File: src/rtl/dll_pkg.sv
// Shared DLL encodings: DLCMSM link state and TX arbiter FSM state.
package dll_pkg;

  typedef enum logic [1:0] {
    DL_INACTIVE = 2'b00,
    DL_INIT     = 2'b01,
    DL_ACTIVE   = 2'b10
  } dlcm_state_t;

  typedef enum logic {
    ARB      = 1'b0,
    TLP_BUSY = 1'b1
  } tx_arb_state_t;

endpackage

File: src/rtl/dll_tx_arbiter_if.sv
// TLP/DLLP source handshakes and the PIPE TX beat for the DLL TX arbiter.
interface dll_tx_arbiter_if #(
  parameter int PIPE_DATA_WIDTH = 256
);
  logic [1:0]                 dlcm_state_i;
  logic                       tlp_valid_i;
  logic [PIPE_DATA_WIDTH-1:0] tlp_data_i;
  logic                       tlp_last_i;
  logic                       tlp_ready_o;
  logic                       dllp_valid_i;
  logic [PIPE_DATA_WIDTH-1:0] dllp_data_i;
  logic                       dllp_ready_o;
  logic [PIPE_DATA_WIDTH-1:0] pipe_txdata_o;
  logic                       pipe_txvalid_o;

  modport master (
    output dlcm_state_i, tlp_valid_i, tlp_data_i, tlp_last_i, dllp_valid_i, dllp_data_i,
    input  tlp_ready_o, dllp_ready_o, pipe_txdata_o, pipe_txvalid_o
  );

  modport slave (
    input  dlcm_state_i, tlp_valid_i, tlp_data_i, tlp_last_i, dllp_valid_i, dllp_data_i,
    output tlp_ready_o, dllp_ready_o, pipe_txdata_o, pipe_txvalid_o
  );
endinterface

File: src/rtl/dll_tx_arbiter.sv
// DLL TX arbiter: packet-boundary TLP/DLLP scheduling onto PIPE TX, gated by DLCMSM.
// Optional DLL_TX_ARB_STATS_EN adds beat/DLLP/starvation counters.
//
// state    | meaning
// ARB      | at a packet boundary, choosing the next source
// TLP_BUSY | inside a multi-beat TLP, only TLP beats pass
module dll_tx_arbiter
  import dll_pkg::*;
#(
  parameter int PIPE_DATA_WIDTH = 256,
  parameter int MAX_DLLP_BURST  = 4
) (
  input logic             sclk,
  input logic             srst_n,
  dll_tx_arbiter_if.slave bus
`ifdef DLL_TX_ARB_STATS_EN
  ,
  output logic [31:0]     stat_tlp_beats_o,
  output logic [31:0]     stat_dllp_cnt_o,
  output logic [31:0]     stat_starve_o
`endif
);

  localparam logic [3:0] BURST_MAX = 4'(MAX_DLLP_BURST);

  tx_arb_state_t              state;
  logic [3:0]                 burst_cnt;
  logic                       tlp_ok;
  logic                       dllp_ok;
  logic                       tlp_req;
  logic                       dllp_req;
  logic                       dllp_gnt;
  logic                       tlp_gnt;
  logic                       tlp_rdy;
  logic                       tlp_take;
  logic                       dllp_take;
  logic [PIPE_DATA_WIDTH-1:0] tx_data_d;

  always_comb begin
    tlp_ok    = (bus.dlcm_state_i == DL_ACTIVE);
    dllp_ok   = (bus.dlcm_state_i == DL_INIT) || (bus.dlcm_state_i == DL_ACTIVE);
    tlp_req   = bus.tlp_valid_i && tlp_ok;
    dllp_req  = bus.dllp_valid_i && dllp_ok;
    // DLLPs win unless the burst budget is spent while a TLP is waiting
    dllp_gnt  = srst_n && (state == ARB) && dllp_req &&
                ((burst_cnt < BURST_MAX) || !tlp_req);
    tlp_gnt   = srst_n && (state == ARB) && !dllp_gnt && tlp_req;
    tlp_rdy   = tlp_gnt || (srst_n && (state == TLP_BUSY));
    tlp_take  = tlp_rdy && bus.tlp_valid_i;
    dllp_take = dllp_gnt;
    tx_data_d = dllp_take ? bus.dllp_data_i : bus.tlp_data_i;
  end

  assign bus.tlp_ready_o  = tlp_rdy;
  assign bus.dllp_ready_o = dllp_gnt;

  always_ff @(posedge sclk) begin
    if (!srst_n) begin
      state              <= ARB;
      burst_cnt          <= '0;
      bus.pipe_txvalid_o <= 1'b0;
      bus.pipe_txdata_o  <= '0;
    end else begin
      bus.pipe_txvalid_o <= tlp_take || dllp_take;
      if (tlp_take || dllp_take) begin
        bus.pipe_txdata_o <= tx_data_d;
      end
      case (state)
        ARB: begin
          if (dllp_gnt) begin
            if (!tlp_req) begin
              burst_cnt <= '0;
            end else if (burst_cnt != BURST_MAX) begin
              burst_cnt <= burst_cnt + 4'd1;
            end
          end else if (tlp_gnt) begin
            burst_cnt <= '0;
            if (!bus.tlp_last_i) begin
              state <= TLP_BUSY;
            end
          end
        end
        TLP_BUSY: begin
          // link state is ignored here so a started TLP always completes
          if (tlp_take && bus.tlp_last_i) begin
            state <= ARB;
          end
        end
        default: state <= ARB;
      endcase
    end
  end

`ifdef DLL_TX_ARB_STATS_EN
  always_ff @(posedge sclk) begin
    if (!srst_n) begin
      stat_tlp_beats_o <= '0;
      stat_dllp_cnt_o  <= '0;
      stat_starve_o    <= '0;
    end else begin
      if (tlp_take) begin
        stat_tlp_beats_o <= stat_tlp_beats_o + 32'd1;
      end
      if (dllp_take) begin
        stat_dllp_cnt_o <= stat_dllp_cnt_o + 32'd1;
      end
      if (dllp_gnt && tlp_req) begin
        stat_starve_o <= stat_starve_o + 32'd1;
      end
    end
  end
`endif

endmodule

File: src/flat_wrapper.sv
// flat-port wrapper written by rule: the top's interface ports become plain ports
module dll_tx_arbiter_flat import dll_pkg::*;
#(
  parameter int PIPE_DATA_WIDTH = 256,
  parameter int MAX_DLLP_BURST  = 4
)
  (sclk, srst_n, bus_dlcm_state_i, bus_tlp_valid_i, bus_tlp_data_i, bus_tlp_last_i, bus_dllp_valid_i, bus_dllp_data_i, bus_tlp_ready_o, bus_dllp_ready_o, bus_pipe_txdata_o, bus_pipe_txvalid_o);
  dll_tx_arbiter_if #(.PIPE_DATA_WIDTH(PIPE_DATA_WIDTH)) bus_i ();
  input logic sclk;
  input logic srst_n;
  input wire logic [$bits(bus_i.dlcm_state_i)-1:0] bus_dlcm_state_i;
  input wire logic [$bits(bus_i.tlp_valid_i)-1:0] bus_tlp_valid_i;
  input wire logic [$bits(bus_i.tlp_data_i)-1:0] bus_tlp_data_i;
  input wire logic [$bits(bus_i.tlp_last_i)-1:0] bus_tlp_last_i;
  input wire logic [$bits(bus_i.dllp_valid_i)-1:0] bus_dllp_valid_i;
  input wire logic [$bits(bus_i.dllp_data_i)-1:0] bus_dllp_data_i;
  output wire logic [$bits(bus_i.tlp_ready_o)-1:0] bus_tlp_ready_o;
  output wire logic [$bits(bus_i.dllp_ready_o)-1:0] bus_dllp_ready_o;
  output wire logic [$bits(bus_i.pipe_txdata_o)-1:0] bus_pipe_txdata_o;
  output wire logic [$bits(bus_i.pipe_txvalid_o)-1:0] bus_pipe_txvalid_o;
  assign bus_i.dlcm_state_i = bus_dlcm_state_i;
  assign bus_i.tlp_valid_i = bus_tlp_valid_i;
  assign bus_i.tlp_data_i = bus_tlp_data_i;
  assign bus_i.tlp_last_i = bus_tlp_last_i;
  assign bus_i.dllp_valid_i = bus_dllp_valid_i;
  assign bus_i.dllp_data_i = bus_dllp_data_i;
  assign bus_tlp_ready_o = bus_i.tlp_ready_o;
  assign bus_dllp_ready_o = bus_i.dllp_ready_o;
  assign bus_pipe_txdata_o = bus_i.pipe_txdata_o;
  assign bus_pipe_txvalid_o = bus_i.pipe_txvalid_o;
  dll_tx_arbiter #(.PIPE_DATA_WIDTH(PIPE_DATA_WIDTH), .MAX_DLLP_BURST(MAX_DLLP_BURST)) u_core (.sclk(sclk), .srst_n(srst_n), .bus(bus_i));
endmodule
File: config.mk
export PLATFORM = sky130hd
export DESIGN_NAME = dll_tx_arbiter_flat
export DESIGN_NICKNAME = d
export VERILOG_FILES = /design/src/rtl/dll_pkg.sv /design/src/rtl/dll_tx_arbiter_if.sv /design/src/rtl/dll_tx_arbiter.sv /design/src/flat_wrapper.sv
export SDC_FILE = /design/constraint.sdc
export NUM_CORES = 1
export LEC_CHECK = 0
export CORE_AREA = 2 2 304 306
export DETAILED_ROUTE_END_ITERATION = 8
export DIE_AREA = 0 0 306 308
export GPL_TIMING_DRIVEN = 0
export PLACE_DENSITY = 0.41
export SLEW_MARGIN = 20
export SYNTH_ARGS = -nofsm -noshare
export SYNTH_HDL_FRONTEND = slang
export SYNTH_SLANG_ARGS = --single-unit
export TNS_END_PERCENT = 30
File: constraint.sdc
create_clock -name sclk -period 2.3 [get_ports sclk]
set_clock_uncertainty 0.15 [all_clocks]
set_input_delay 0.345 -clock sclk [delete_from_list [all_inputs] [get_ports sclk]]
set_output_delay 0.345 -clock sclk [all_outputs]
set_load 0.02 [all_outputs]
After elaboration in Yosys (flattened, before gate mapping)
Cells that the tools add are included.
- register bits: 262
- output and inout port bits: 259
- input port bits: 519
- eq/ne operators: 4
- reduce and logical (&&, ||, !) cells: 18
- mux-type cells: 10
- bitwise operators: 1
- add/sub/neg operators: 1
- order comparisons: 1
- operators with widths (operator ; number):
    $mux W256 ; 1
    $mux W4 ; 4
    $logic_and A1 B1 Y1 ; 10
    $add A4 B1 Y4 const B ; 1
    $logic_or A1 B1 Y1 ; 4
    $lt A4 B3 Y1 const B ; 1
    $mux W1 ; 4
    $ne A4 B3 Y1 const B ; 1
    $ne A3 B3 Y1 const B ; 1
    $reduce_and A3 Y1 ; 1
    $eq A2 B1 Y1 const B ; 1
    $eq A2 B2 Y1 const B ; 1
    $logic_not A1 Y1 ; 2
    $pmux W1 S2 ; 1
    $reduce_bool A2 Y1 ; 1
    $not A1 Y1 ; 1

Longest topological paths before layout
Gate-level depths: netlist of the first run.
- depth after elaboration: 13
- gate-level depth with buffers: 9
- depth with buffers taken out: 7

Worst setup path after synthesis of the first run
OpenSTA, ideal clock, no wires.
- path type: input -> register
- from: in bus_dlcm_state_i[0]
- to: reg u_core.bus.pipe_txdata_o[174]
- cell stages on the path: 8
- slack: 0.235 ns
- data required time: 2.076 ns
- arrival time: 1.841 ns
- cell sequence: inv_1 > ha_1 > or3b_1 > a21oi_4 > buf_6 > buf_2 > o21ai_0 > a31oi_1
- longest elaborated chain between the ends: 11
- elaborated cells between the ends (all ways): 16
- classes of those cells: eq/ne: 2; mux: 1; reduce/logical: 13
- ends and longest elaborated chain (element ; RTL line ; source):
    start, declared ; flat_wrapper.sv:11 ; input wire logic [$bits(bus_i.dlcm_state_i)-1:0] bus_dlcm_state_i;
    $eq A2 B1 Y1 / $eq A2 B2 Y1 (equally long branches) ; dll_tx_arbiter.sv:41, dll_tx_arbiter.sv:40 ;
    $logic_or A1 B1 Y1 / $logic_and A1 B1 Y1 (equally long branches) ; dll_tx_arbiter.sv:41, dll_tx_arbiter.sv:42 ;
    $logic_and A1 B1 Y1 / $logic_not A1 Y1 (equally long branches) ; dll_tx_arbiter.sv:43, dll_tx_arbiter.sv:46 ;
    $logic_and A1 B1 Y1 / $logic_or A1 B1 Y1 (equally long branches) ; dll_tx_arbiter.sv:45, dll_tx_arbiter.sv:46 ;
    $logic_and A1 B1 Y1 ; dll_tx_arbiter.sv:45 ; dllp_gnt = srst_n && (state == ARB) && dllp_req &&
    $logic_not A1 Y1 ; dll_tx_arbiter.sv:47 ; tlp_gnt = srst_n && (state == ARB) && !dllp_gnt && tlp_req;
    $logic_and A1 B1 Y1 (2 in series) ; dll_tx_arbiter.sv:47 ;
    $logic_or A1 B1 Y1 ; dll_tx_arbiter.sv:48 ; tlp_rdy = tlp_gnt || (srst_n && (state == TLP_BUSY));
    $logic_and A1 B1 Y1 ; dll_tx_arbiter.sv:49 ; tlp_take = tlp_rdy && bus.tlp_valid_i;
    $logic_or A1 B1 Y1 ; dll_tx_arbiter.sv:65 ; if (tlp_take || dllp_take) begin
    end signal, assigned ; dll_tx_arbiter.sv:66 ; bus.pipe_txdata_o <= tx_data_d;
    end, declared ; dll_tx_arbiter_if.sv:23 ; output tlp_ready_o, dllp_ready_o, pipe_txdata_o, pipe_txvalid_o
Several ways; a longest one is shown, not always the timed one.
A chain may end at the register's enable or synchronous reset.

Final worst setup path of the first run
- from: in bus_tlp_valid_i
- to: out bus_dllp_ready_o
- longest elaborated chain between the ends: 4
- ends and longest elaborated chain (element ; RTL line ; source):
    start, declared ; flat_wrapper.sv:12 ; input wire logic [$bits(bus_i.tlp_valid_i)-1:0] bus_tlp_valid_i;
    $logic_and A1 B1 Y1 ; dll_tx_arbiter.sv:42 ; tlp_req = bus.tlp_valid_i && tlp_ok;
    $logic_not A1 Y1 ; dll_tx_arbiter.sv:46 ; ((burst_cnt < BURST_MAX) || !tlp_req);
    $logic_or A1 B1 Y1 ; dll_tx_arbiter.sv:46 ;
    $logic_and A1 B1 Y1 ; dll_tx_arbiter.sv:45 ;
    end, declared ; flat_wrapper.sv:18 ; output wire logic [$bits(bus_i.dllp_ready_o)-1:0] bus_dllp_ready_o;
No other way between the ends.

==> run summary, run 1 <==
Synth top area share = 0.482
Unique masters post-synth = 26
initial detailed-routing violation count = 898
placed cell count = 3,420
post-synthesis cell area = 10,900 um^2
drt total wl = 75.9 mm
Critical Path Fanout Max = 6
clk_lat worst skew = 0.54 ns
family with the most delay on the worst path = buffers and inverters
DRC Markers = 0
maximum VDD drop = 0.357 mV
status = finished, final reports clean
Vias/cell = 4.00
Layout area overhead = 98.4%
Syn Inst Count = 1,457
ys flop type = dfxtp_1
PnR worst setup slack = 0.0657 ns
Crit Path Class = in -> out
final setup vio count = 0
TritonCTS clock tree = built
CTS HTree Levels = 2
unrepaired setup endpoints after global routing = true
Critical Path Start Type = input port
GRT Util Overall = 0.152
Vias = 14,000
clock sink count = 262
Fill cells = 10,100
Reg area = 5250 um^2
setup_tns = 0 ns
critical-path cell list = clkdlybuf4s50_1 -> o211ai_1 -> nand2_4 -> inv_8 -> clkbuf_16 -> buf_6
most common library cells after synthesis = nand2_1, dfxtp_1, a31oi_1, o21ai_0, o21ai_1
Die Height = 308 um
fin crit share = 0.971
min cycle time layout = 2.23 ns
drt first pass iters = 6
Worst path max stage delay = 0.65 ns
Starting Density = 0.120
Synth Warn # = 0
number of synthesized register bits = 262
row count = 111
Clock Tree Buf Depth = 3
Critical Path AT = 1.74 ns
placed instance area = 20,200 um^2
port bufs = 776
sequential share of the synthesized area = 0.482
final instance area = 21,600 um^2
pwr dens = 673 nW/um^2
core box area = 91,000 um^2
chip width = 306 um
hpwl dp = 60.1 mm
initial antenna violation count = 22
WHS = 0.205 ns
non-filler cells, final = 3,507
top-count cell post-synth = nand2_1
Max Transition Viols Final = 0
Reg clk slew, reported paths = 0.06 ns
Finished Core Util = 0.237
Max-cap violations = 0
CP bufs+invs = 4
proportion of layout cells with a drive suffix above 1 = 0.0672
first-pass GRT wire length = 104 mm
crit end category = primary output
die area = 94,200 um^2
number of synthesized flops with an enable pin = 0
Multi-input gate area = 5010 um^2
endpoints failing hold = 0
vias in the first global route = 14,100
area leader, netlist = dfxtp_1
Req. time, crit path = 1.80 ns
worst hold path class = in -> reg
largest net degree at the start of global routing = 11
CTS root buf = clkbuf_16
pre-CTS setup slack = -1.61 ns
grt ovf = 0
nets@finish = 2,802
routed len/inst = 21.6 um
Max Freq = 0.448 GHz
worst rel slew slack = 0.329
Leak = 8.07 nW
slowest stage cell, crit path = clkdlybuf4s50_1
Inserted Clock Buffers = 38
Placer Congestion = 0.867
asr flop ratio synth = 0
Final ANT Viol Nets = 0
leading post-synthesis cells by cell area = dfxtp_1, nand2_1, a31oi_1
Worst-Margin Slew = 1.01 ns
total power = 14.5 mW
Mean Syn Cell Area = 7.47 um^2
Mapped Nets = 1,979
I/O Pins = 778
==> final timing paths <==
path	startpoint	end	slack, ns	cells past startpoint
setup / recovery	bus_tlp_valid_i	bus_dllp_ready_o	0.07	6
hold / removal	srst_n	u_core.burst_cnt[0]$_SDFFE_PN0P_	0.20	3
setup reg to reg	u_core.state$_SDFF_PN0_	u_core.bus.pipe_txdata_o[25]$_SDFFE_PN0P_	0.15	7
hold reg to reg	u_core.burst_cnt[2]$_SDFFE_PN0P_	u_core.burst_cnt[2]$_SDFFE_PN0P_	0.32	2
==> worst register-to-register path, cell delays in order (launching register included) <==
cell and delay, ns:
dfxtp_1 0.34, and4bb_2 0.34, nand2_4 0.11, inv_8 0.12, buf_4 0.24, clkbuf_1 0.45
nand2_1 0.18, a31oi_1 0.18
==> sequential cells by signal, indices dropped and copies added, names as in the netlist <==
register                   flops
u_core.state                   1
u_core.bus.pipe_txdata_o     256
u_core.burst_cnt               4
u_core.bus.pipe_txvalid_o      1
==> layout make-up <==
class	instances	share of cell area
well taps	1186	0.0687
diodes	15	0.00174
clock inverters	8	0.00452
clock buffers	58	0.0508
flip-flops and latches	262	0.243
multi-input cells	1049	0.232
repair buffers	783	0.363
inverters	5	0.00122
plain buffers	141	0.0355
==> cell families (layout without fill, tap and decap cells) <==
family                     count (synthesis)  count (layout)  synth area share
DFF                                      262             262             0.482
and+or+nand+nor                          524             524             0.183
buffers and inverters                    146             995            0.0601
AOI/OAI and AO/OA                        522             522             0.271
adders and majority gates                  3               3           0.00345
other                                      0              15                 0
==> metal layers <==
layer | vias to the layer above | wire, um | global-route usage
met1 | 6614 | 31900 | 0.188
met5 | - | 69 | 0
met3 | 97 | 5680 | 0.0421
li1 | 6763 | - | -
met2 | 558 | 36300 | 0.253
met4 | 10 | 1870 | 0.0534
==> repair_timing <==
item / 4_1_cts / 5_1_grt
setup buffers: 6 / 0
endpoints found under the setup margin: 260 / 22
pin swaps: 4 / 0
resized for setup: 73 / 7
hold buffers: 0 / 0
==> cells in the final DEF, fill, tap and decap left out, types with 15 or more instances in the layout <==
| cell | n |
|---|---|
| clkbuf_1 | 66 |
| dfxtp_1 | 262 |
| diode_2 | 15 |
| buf_4 | 21 |
| a31oi_1 | 256 |
| o21ai_1 | 86 |
| clkbuf_16 | 40 |
| nand2_1 | 516 |
| clkbuf_2 | 20 |
| clkdlybuf4s50_1 | 771 |
| o21ai_0 | 171 |
| buf_2 | 39 |
==> power by group <==
group | total (mW) | internal [mW] | switching [mW]
combinational | 3.53 | 1.76 | 1.76
sequential | 5.12 | 4.91 | 0.212
clock | 5.88 | 3.50 | 2.38
total | 14.5 | 10.2 | 4.36
No activity file was read; power rests on OpenSTA's default activity.
==> run 2, diff against run 1 <==
Settings changed: SKIP_CTS_REPAIR_TIMING from default to 1.
==> run 2 against run 1 <==
  * Via count about the same
  * Global-route usage about the same
  * Sequential power about the same
  * Register-to-register slack about the same
  * Largest power group unchanged
  * Cell count about the same
  * First-iteration DRC count down 11%
  * Clock-buffer cell count unchanged
  * Largest cell class unchanged
  * Sequential cell count unchanged
==> run summary, run 2 (synthesized netlist as in run 1, its figures left out) <==
vias in the first global route = 14,100
TritonCTS clock tree = built
CP bufs+invs = 4
register share of total power = 0.352
Vias/cell = 4.00
Inserted Clock Buffers = 38
commonest non-fill, non-tap cell in the layout = clkdlybuf4s50_1
drt first pass iters = 5
final setup vio count = 0
FF-to-FF setup slack = 0.16 ns
Regs by FF count = u_core.bus.pipe_txdata_o: 256 flops, u_core.burst_cnt: 4 flops
pre-CTS setup slack = -1.61 ns
CTS HTree Levels = 2
hpwl dp = 60.1 mm
Leak = 8.12 nW
routed len/inst = 21.6 um
min cycle time layout = 2.25 ns
core box area = 91,000 um^2
Critical Path Fanout Max = 7
status = finished, final reports clean
Max Freq = 0.445 GHz
met2 usage = 0.251
drt total wl = 75.7 mm
endpoints failing hold = 0
largest net degree at the start of global routing = 11
Clk network pwr share = 0.405
Worst-Margin Slew = 0.999 ns
critical-path cell list = clkdlybuf4s50_1 -> o211ai_1 -> nand2_4 -> inv_8 -> buf_12 -> buf_6
Largest register FFs = 256
chip width = 306 um
nets@finish = 2,803
Vias = 14,000
slowest stage cell, crit path = clkdlybuf4s50_1
Layout area overhead = 98.3%
Final ANT Viol Nets = 0
commonest non-fill, non-tap cells in the layout = clkdlybuf4s50_1, nand2_1, dfxtp_1, a31oi_1, o21ai_0
clock sink count = 262
Net Sw Frac = 0.300
Clock Tree Buf Depth = 3
Req. time, crit path = 1.80 ns
Crit Path Class = in -> out
total power = 14.5 mW
combinational share of power = 0.243
grt ovf = 0
net switching power = 4.36 mW
row count = 111
CTS root buf = clkbuf_16
unrepaired setup endpoints after global routing = true
Worst path max stage delay = 0.65 ns
Critical Path Start Type = input port
Cell Int Power = 10.2 mW
clk_lat worst skew = 0.54 ns
Top reg by flops = u_core.bus.pipe_txdata_o
maximum VDD drop = 0.357 mV
PnR worst setup slack = 0.0531 ns
WHS = 0.152 ns
Critical Path AT = 1.75 ns
I/O Pins = 778
die area = 94,200 um^2
Starting Density = 0.120
initial detailed-routing violation count = 803
Max-cap violations = 0
DRC Markers = 0
Reg clk slew, reported paths = 0.06 ns
first-pass GRT wire length = 104 mm
worst hold path class = in -> reg
GRT Util Overall = 0.152
grt peak-use layer = met2
Die Height = 308 um
Placer Congestion = 0.867
family with the most delay on the worst path = buffers and inverters
proportion of layout cells with a drive suffix above 1 = 0.0715
initial antenna violation count = 23
worst rel slew slack = 0.334
pwr dens = 673 nW/um^2
met3 usage = 0.0429
M1 GR Usage = 0.188
fin crit share = 0.977
port bufs = 776
Max Transition Viols Final = 0
crit end category = primary output
Finished Core Util = 0.237
[run 2: changes by cell type in the layout (fill, tap and decap cells not counted), moves of 3 or more]
| cell | delta |
|---|---|
| clkbuf_8 | -3 |
| dlymetal6s2s_1 | +3 |
| clkbuf_1 | -10 |
| buf_4 | -7 |
| clkbuf_2 | +13 |
| dlygate4sd2_1 | -3 |
| clkbuf_4 | +6 |
[run 2: stage by stage]
stage	std cells	area [um^2]	TNS, ns
5_1_grt	3506	21600	0
2_1_floorplan	1457	10900	0
4_1_cts	3486	21300	-114.50
3_5_place_dp	3420	20200	-267.75
3_3_place_gp	3419	20100	-267.96
6_report	3508	21600	0
[run 2: cell type report]
class	count	area [um^2]
clock inverter	8	97.6
fill	10100	69400
buffer	141	738
multi-input combinational	1049	5010
sequential	262	5250
clock buffer	58	1100
timing repair buffer	784	7860
inverter	5	26.3
tap	1186	1480
antenna	15	37.5
[run 2: worst min-delay path: stages]
cell and delay, ns:
dlymetal6s2s_1 0.10, inv_2 0.05, ha_4 0.17, nand4_1 0.06
a21oi_1 0.06
[run 2: path summary, 6_finish.rpt]
kind / startpoint / to / depth (start not counted)
worst max-delay path: bus_tlp_valid_i / bus_dllp_ready_o / 6
worst max register to register: u_core.state$_SDFF_PN0_ / u_core.bus.pipe_txdata_o[186]$_SDFFE_PN0P_ / 7
worst min register to register: u_core.burst_cnt[2]$_SDFFE_PN0P_ / u_core.burst_cnt[2]$_SDFFE_PN0P_ / 2
worst min-delay path: bus_dlcm_state_i[0] / u_core.burst_cnt[2]$_SDFFE_PN0P_ / 5
[run 2: power groups by stage]
stage	registers [mW]	clock network [mW]	logic [mW]
after floorplan	5.61	0	0.862
after detailed placement	5.21	0	3.51
after global placement	5.20	0	3.53
after CTS	5.12	6.08	3.52
final	5.12	5.89	3.52
after global routing	5.16	6.25	3.77
[run 2: metal layers]
metal | vias to the layer above | part of all wire
met5 | - | 0.00094
met4 | 10 | 0.026
met3 | 96 | 0.078
met2 | 548 | 0.48
met1 | 6614 | 0.42
li1 | 6775 | -
==> RTL change, RTL diff (config.mk and constraints of run 2) <==
`PIPE_DATA_WIDTH` is set to 256 in 3 places; all go to 128.
--- a/src/rtl/dll_tx_arbiter_if.sv
+++ b/src/rtl/dll_tx_arbiter_if.sv
@@ -1,6 +1,6 @@
 // TLP/DLLP source handshakes and the PIPE TX beat for the DLL TX arbiter.
 interface dll_tx_arbiter_if #(
-  parameter int PIPE_DATA_WIDTH = 256
+  parameter int PIPE_DATA_WIDTH = 128
 );
   logic [1:0]                 dlcm_state_i;
   logic                       tlp_valid_i;
--- a/src/rtl/dll_tx_arbiter.sv
+++ b/src/rtl/dll_tx_arbiter.sv
@@ -7,7 +7,7 @@
 module dll_tx_arbiter
   import dll_pkg::*;
 #(
-  parameter int PIPE_DATA_WIDTH = 256,
+  parameter int PIPE_DATA_WIDTH = 128,
   parameter int MAX_DLLP_BURST  = 4
 ) (
   input logic             sclk,
--- a/src/flat_wrapper.sv
+++ b/src/flat_wrapper.sv
@@ -1,7 +1,7 @@
 // flat-port wrapper written by rule: the top's interface ports become plain ports
 module dll_tx_arbiter_flat import dll_pkg::*;
 #(
-  parameter int PIPE_DATA_WIDTH = 256,
+  parameter int PIPE_DATA_WIDTH = 128,
   parameter int MAX_DLLP_BURST  = 4
 )
   (sclk, srst_n, bus_dlcm_state_i, bus_tlp_valid_i, bus_tlp_data_i, bus_tlp_last_i, bus_dllp_valid_i, bus_dllp_data_i, bus_tlp_ready_o, bus_dllp_ready_o, bus_pipe_txdata_o, bus_pipe_txvalid_o);
Ports: changed (resized bus_dllp_data_i, bus_pipe_txdata_o and bus_tlp_data_i); port bits go from 778 to 394. The function was not compared with the original's and may differ.
==> RTL change against run 2 <==
- the run now ends with negative setup slack left
- hold slack improved by 130 ps
- setup slack worse by 79 ps
- final area is 41% lower
- maximum frequency shrank 3.4%
- area after synthesis fell by 40%
- total power decreased by 46%
- wire length is 38% lower
- sequential share of layout area decreased by 3.3 points
- clock power down 48%
- count of clock-buffer cells in the layout fell by 39
- sequential cell count down 128
- first-iteration DRC count decreased by 45%
==> RTL change: results (changes against run 2) <==
| Metric | Value |
|---|---|
| Status | `finished, violations left (was finished clean)` |
| Failing checks | `negative setup slack` |
| VDD IR-drop max | `0.000539 V (was 0.000357 V)` |
| HPWL after detailed placement | `36.6 mm (was 60.1 mm)` |
| Critical Path Fanout Max | `10 (was 7)` |
| Initial antenna violation count | `6 (was 23)` |
| Routability cong. | `0.809 (was 0.867)` |
| Compound-gate portion of the synthesized area | `38.3% (was 27.1%)` |
| IO buf count | `393 (was 776)` |
| Final WS setup | `-25.4 ps (was 53.1 ps)` |
| First-pass DRT Iterations | `5 (unchanged)` |
| CP Data Arrival Time | `1830 ps (was 1750 ps)` |
| Largest regs | `u_core.bus.pipe_txdata_o x128, u_core.burst_cnt x4 (was u_core.bus.pipe_txdata_o x256, u_core.burst_cnt x4)` |
| Setup Total Neg Slack | `-25.4 ps (was 0 ps)` |
| Skew-Pair Late Insertion Delay | `470 ps (was 540 ps)` |
| Flop-to-flop setup slack | `160 ps (about the same)` |
| Clock input transition at the sequential cells of the worst setup and hold paths | `80 ps (was 60 ps)` |
| Layout cells sized above 1 | `9.85% (was 7.15%)` |
| Worst Max-Slew Pin Slew | `829 ps (was 999 ps)` |
| Inserted Clock Buffers | `17 (was 38)` |
| Synth area leaders | `dfxtp_1 (41%), o31ai_1 (15%), a31oi_1 (12%), nand3_1 (10%), o21ai_0 (9.8%) (was dfxtp_1 (48%), nand2_1 (18%), a31oi_1 (15%), o21ai_0 (7.9%), o21ai_1 (4.0%))` |
| Bufs on Longest Clock Path | `2 (was 3)` |
| Setup Viol. Count Final | `1 (was 0)` |
| Adder-Cell Fraction of Synth Area | `0.579% (was 0.345%)` |
| Fill cells | `10400 (was 10100)` |
| Syn Nets | `1056 (was 1979)` |
| First-pass GRT wire length | `65.5 mm (was 104 mm)` |
| Switching Fraction | `31.7% (was 30.0%)` |
| Hold_ws | `282 ps (was 152 ps)` |
| H-tree depth | `4 (was 2)` |
| Hold WC Path Type | `in2reg (unchanged)` |
| Via count | `8458 (was 14000)` |
| Post-synth ARST share | `0% (unchanged)` |
| Synth Area in XOR/XNOR | `0% (unchanged)` |
| Initial DRC count | `444 (was 803)` |
| Post-DR wirelength/cell | `19.5 um (was 21.6 um)` |
| Register area share after synthesis | `41.4% (was 48.2%)` |
| Multiplexer share of the synthesized area | `0% (unchanged)` |
| Number of global-route vias before repair | `8741 (was 14100)` |
| Leak Pwr | `4.37 nW (was 8.12 nW)` |
| Synth area leader | `dfxtp_1 (unchanged)` |
| Final nets | `1482 (was 2803)` |
| Post-synth top cells | `dfxtp_1 (134), nand3_1 (131), a31oi_1 (128), o31ai_1 (128), o21ai_0 (127) (was nand2_1 (516), dfxtp_1 (262), a31oi_1 (256))` |
| Synth unique cells | `26 (unchanged)` |
| Total GRT Usage | `9.83% (was 15.2%)` |
| Pin count of the biggest net entering global routing | `17 (was 11)` |
| Post-DP Area | `11900 um^2 (was 20200 um^2)` |
| Yosys warns | `0 (unchanged)` |
| Root Driver | `clkbuf_16 (unchanged)` |
-- RTL change: cell types whose count changed in the layout (fill, tap and decap cells not counted), moves of 128 or more --
cell / delta
dfxtp_1: -129
a31oi_1: -128
nand2_1: -515
nand3_1: +130
clkdlybuf4s50_1: -383
o31ai_1: +128
-- RTL change: cell families (layout without fill, tap and decap cells) --
logic type	count (synthesis)	count (layout)
AO/OA/AOI/OAI	394	394
adder cells (fa/ha/maj)	3	3
buffers and inverters	118	556
flip-flops	134	134
other	0	13
AND/OR/NAND/NOR	141	141
-- RTL change: power groups by stage --
stage	Combinational, mW	Sequential, mW	Clock (mW)
finish	2.06	2.68	3.07
global route	2.21	2.70	3.29
CTS	2.06	2.68	3.25
detailed placement	2.05	2.72	0
global placement	2.05	2.72	0
floorplan	0.545	2.97	0
-- RTL change: area by class of cell --
class                      instances  area share [%]
timing repair buffer             407            31.6
multi-input combinational        538            25.8
sequential                       134            21.0
tap                             1186            11.6
buffer                           115            4.99
clock buffer                      19            3.46
clock inverter                    12            1.29
antenna                           13           0.254
inverter                           3          0.0879
-- RTL change: layer usage --
layer | part of all wire [%] | global-route usage (%) | vias up
met4 | 1.8 | 3.35 | 2
met5 | 0.025 | 0 | -
met3 | 8.1 | 3.92 | 45
li1 | - | - | 3981
met1 | 45 | 12.0 | 4077
met2 | 45 | 15.6 | 353
-- RTL change: stage by stage --
stage / util [%] / instances / setup slack (ps)
global placement: 13.1 / 2369 / -1550
CTS: 13.8 / 2400 / -1650
detailed placement: 13.1 / 2369 / -1570
global route: 14.1 / 2414 / -153
finish: 14.1 / 2427 / -25.4
floorplan: - / 790 / 156
-- RTL change: worst paths after layout --
path                                       end           startpoint  depth (start not counted)
hold / removal    u_core.bus.pipe_txdata_o[12]  bus_dllp_data_i[12]                          3
setup / recovery               bus_tlp_ready_o      bus_tlp_valid_i                          7
hold reg to reg            u_core.burst_cnt[2]  u_core.burst_cnt[2]                          2
setup reg to reg   u_core.bus.pipe_txdata_o[6]         u_core.state                          7
-- RTL change: worst max-delay path, cell delays in order --
cell and delay (ps):
clkdlybuf4s50_1 570, o211ai_1 110, buf_4 170, buf_8 170, a21boi_4 170, o21a_1 160
buf_6 130
